## config.mk

```make
export PLATFORM = sky130hd
export DESIGN_NAME = button_debouncer
export DESIGN_NICKNAME = d
export VERILOG_FILES = /design/src/rtl/button_debouncer.sv
export SDC_FILE = /design/constraint.sdc
export NUM_CORES = 1
export LEC_CHECK = 0
export CORE_UTILIZATION = 37
export CTS_BUF_LIST = sky130_fd_sc_hd__clkbuf_4
export DETAILED_ROUTE_END_ITERATION = 8
export SLEW_MARGIN = 15
export SYNTH_ARGS = -nofsm -noshare
export SYNTH_HDL_FRONTEND = slang
export SYNTH_SLANG_ARGS = --single-unit
```

## constraint.sdc

```tcl
create_clock -name clk -period 2.9 [get_ports clk]
set_input_delay 0.435 -clock clk [delete_from_list [all_inputs] [get_ports clk]]
set_output_delay 0.435 -clock clk [all_outputs]
set_load 0.02 [all_outputs]
```

## src/rtl/button_debouncer.sv

```systemverilog
// Per-bit synchronizer, stability-count debouncer and sticky press latch for
// the front-panel buttons feeding the memory-mapped I/O block.
module button_debouncer #(
  parameter int WIDTH         = 16,
  parameter int STABLE_CYCLES = 50000,
  parameter int CNT_W         = $clog2(STABLE_CYCLES + 1)
) (
  input  logic             clk,
  input  logic             rst,
  input  logic [WIDTH-1:0] raw_buttons,
  input  logic [WIDTH-1:0] clear_pressed,
  output logic [WIDTH-1:0] buttons,
  output logic [WIDTH-1:0] pressed
);

  localparam logic [CNT_W-1:0] CNT_LAST = CNT_W'(STABLE_CYCLES - 1);
  localparam logic [CNT_W-1:0] CNT_ONE  = CNT_W'(1);

  logic [WIDTH-1:0] sync1;
  logic [WIDTH-1:0] sync2;
  logic [CNT_W-1:0] cnt [WIDTH];
  logic [WIDTH-1:0] accept;
  logic [WIDTH-1:0] rise;

  // A bit flips its debounced level only after STABLE_CYCLES mismatching cycles.
  always_comb begin
    accept = '0;
    rise   = '0;
    for (int i = 0; i < WIDTH; i++) begin
      accept[i] = (sync2[i] != buttons[i]) && (cnt[i] == CNT_LAST);
      rise[i]   = accept[i] && sync2[i];
    end
  end

  always_ff @(posedge clk) begin
    if (rst) begin
      sync1   <= '0;
      sync2   <= '0;
      buttons <= '0;
      pressed <= '0;
      for (int i = 0; i < WIDTH; i++) begin
        cnt[i] <= '0;
      end
    end else begin
      sync1 <= raw_buttons;
      sync2 <= sync1;
      for (int i = 0; i < WIDTH; i++) begin
        if (sync2[i] == buttons[i]) begin
          cnt[i] <= '0;
        end else if (accept[i]) begin
          buttons[i] <= sync2[i];
          cnt[i]     <= '0;
        end else begin
          cnt[i] <= cnt[i] + CNT_ONE;
        end
      end
      // A new press wins over a coincident clear so the event is never lost.
      pressed <= rise | (pressed & ~clear_pressed);
    end
  end

endmodule

```

==> reports/metrics.cfg <==
[timing]
slew_violations = 0
tns_ns = 0
finalWorstSetupSlack_ns = 0.437
clock.fmax_mhz = 406
fin_skew_ns = 0.0392
period_minus_slack_ns = 2.46
setup_viol = 0
fin_crit_sh = 0.849
hold_viol = 0
grt_setup_unrepaired = no
slew_headroom = 0.508
whs_ns = 0.216
tightest_slew_ns = 0.727

[setup_path]
crit_family = simple AND/OR/NAND/NOR gates
cpPeakStageDelay_ns = 0.71
worstSetupStartpointType = flop
cp_data_required_time_ns = 3.38
end_kind = flop
path_buf_inv = 0
path_max_fanout = 16
crit_type = flop to flop
path_cells = or4b_2, nor4_2, or3_1, nor2_1
critPathSlowestCell = or4b_2
arrival_ns = 2.94

[placed_design]
place_congestion = 0.788
place_area_mm2 = 0.0183
io_buffer_count = 65
dpl.hpwl_um = 19800
place_ws_ns = 0.397
dp_cells = 2366

[logic_synthesis]
synthCells = 1492
synthDistinctLibCells = 48
synth-seq-cells = 320
ys_seq_area_frac = 0.559
synth_area_mm2 = 0.0160
synthFlopType = edfxtp_1
avgSynthCellArea_um2 = 10.8
ys_warn_count = 0
synth_edf_count = 256
synthArstFlopShare = 0

[floorplanning]
die_w_um = 210
die-area_mm2 = 0.0442
fp.coreArea_mm2 = 0.0423
num_rows = 75
initial_utilization = 0.379
ios = 66
fp.dieH_um = 210

[route]
post_drt_via_cell_ratio = 4.57
vias = 11584
drt_iter0_markers = 548
first_pass_iters = 4
post_drt_wl_per_cell_um = 11.6
routed_wl_um = 29300
postRouteAntennaNets = 0
drc = 0

[clock_tree]
cts_sinks = 320
h-tree-depth = 3
cts_resized = 0
post-cts-setup-buffers = 0
clk_path_buf_depth = 3
clk_pin_slew_worst_paths_ns = 0.06
postCtsHoldBufs = 1
worst_skew_pair.late_latency_ns = 0.78
cts_buffers = 90
clock-root-buffer = clkbuf_4
cts_tree = yes

[grt]
grt.overflow.total = 0
grt_pass1_wl_um = 51000
grt_use_total = 0.138
grt_pass1_vias = 11252
antenna_found_initial = 2
grt_max_degree = 37

[cells_and_area]
fin_util = 0.461
syn_to_final_growth_pct = 21.5
nets = 1932
drive_gt1_frac = 0.0916
final_area_mm2 = 0.0195
fin_cells = 2536

[outcome]
outcome = finished, final reports clean

[job]
cap_violations = 0

[power]
peakVddDrop_mv = 0.299
powerDensity_mw_per_mm2 = 511
p_leak_nw = 6.65
p_total_mw = 9.96

[min_path]
worstHoldPathType = input pin to flop

[power breakdown]
group / switching, mW / leakage, nW / total, mW / internal [mW]
Clock: 1.92 / 0.711 / 4.21 / 2.29
Sequential: 0.187 / 3.16 / 5.32 / 5.13
Combinational: 0.226 / 2.78 / 0.427 / 0.201
[state kept, by name (all words and copies together), names as in the netlist]
| signal | cells |
|---|---|
| buttons | 16 |
| cnt | 256 |
| pressed | 16 |
| sync1 | 16 |
| sync2 | 16 |
[cell usage in the layout, fill, tap and decap left out, types with 8 or more instances in the layout]
master,count
nor2_1,287
edfxtp_1,256
conb_1,256
xnor2_1,190
clkbuf_4,141
nand3_1,80
nor4_1,74
nand4_1,64
dfxtp_1,64
clkdlybuf4s50_1,64
nor3_1,61
nand2_1,60
inv_1,54
xor2_1,45
nor2b_1,32
a21oi_1,26
nand2b_1,19
ha_1,16
clkinv_1,16
or3_1,12
buf_4,12
or4_1,11
nand4b_1,11
and4_1,10
mux2i_1,10
or4bb_1,9
nand3b_1,8
[path summary, 6_finish.rpt]
path	slack, ns	end	depth (start not counted)	from
worst min register to register	0.43	sync2[3]	1	sync1[3]
worst max register to register	0.44	cnt[0][121]	4	cnt[0][123]
worst max-delay path	0.44	cnt[0][121]	4	cnt[0][123]
worst min-delay path	0.22	sync1[11]	2	raw_buttons[11]
[logic make-up after synthesis]
kind of cell | synth area share
AO/OA/AOI/OAI | 0.0182
XOR/XNOR | 0.128
adder cells (fa/ha/maj) | 0.0125
buffers and inverters | 0.0239
flip-flops | 0.559
multiplexers | 0.00624
other | 0.000234
AND/OR/NAND/NOR | 0.252
[layer usage]
| metal | GRT usage | wire (um) |
|---|---|---|
| met5 | 0 | 0 |
| met4 | 0.0591 | 772 |
| met3 | 0.0423 | 1530 |
| met2 | 0.218 | 13000 |
| met1 | 0.175 | 13900 |
[Yosys cell counts, types with 12 or more instances]
master / instances / area [um2]
nor2_1: 287 / 1080
edfxtp_1: 256 / 7690
xnor2_1: 190 / 1660
nand3_1: 80 / 400
nor4_1: 74 / 463
dfxtp_1: 64 / 1280
nand4_1: 64 / 400
nor3_1: 61 / 305
nand2_1: 60 / 225
inv_1: 54 / 203
xor2_1: 45 / 394
nor2b_1: 32 / 200
a21oi_1: 26 / 130
nand2b_1: 19 / 119
ha_1: 16 / 200
clkbuf_1: 15 / 56.3
or3_1: 12 / 75.1
[area by class of cell]
| class | instances | area (um2) |
|---|---|---|
| fillers | 4075 | 22800 |
| flip-flops and latches | 320 | 8970 |
| multi-input cells | 1338 | 7650 |
| clock buffers | 141 | 1060 |
| repair buffers | 78 | 761 |
| well taps | 577 | 722 |
| inverters | 54 | 203 |
| clock inverters | 23 | 120 |
| diodes | 5 | 12.5 |
(Power assumes the default switching activity.)
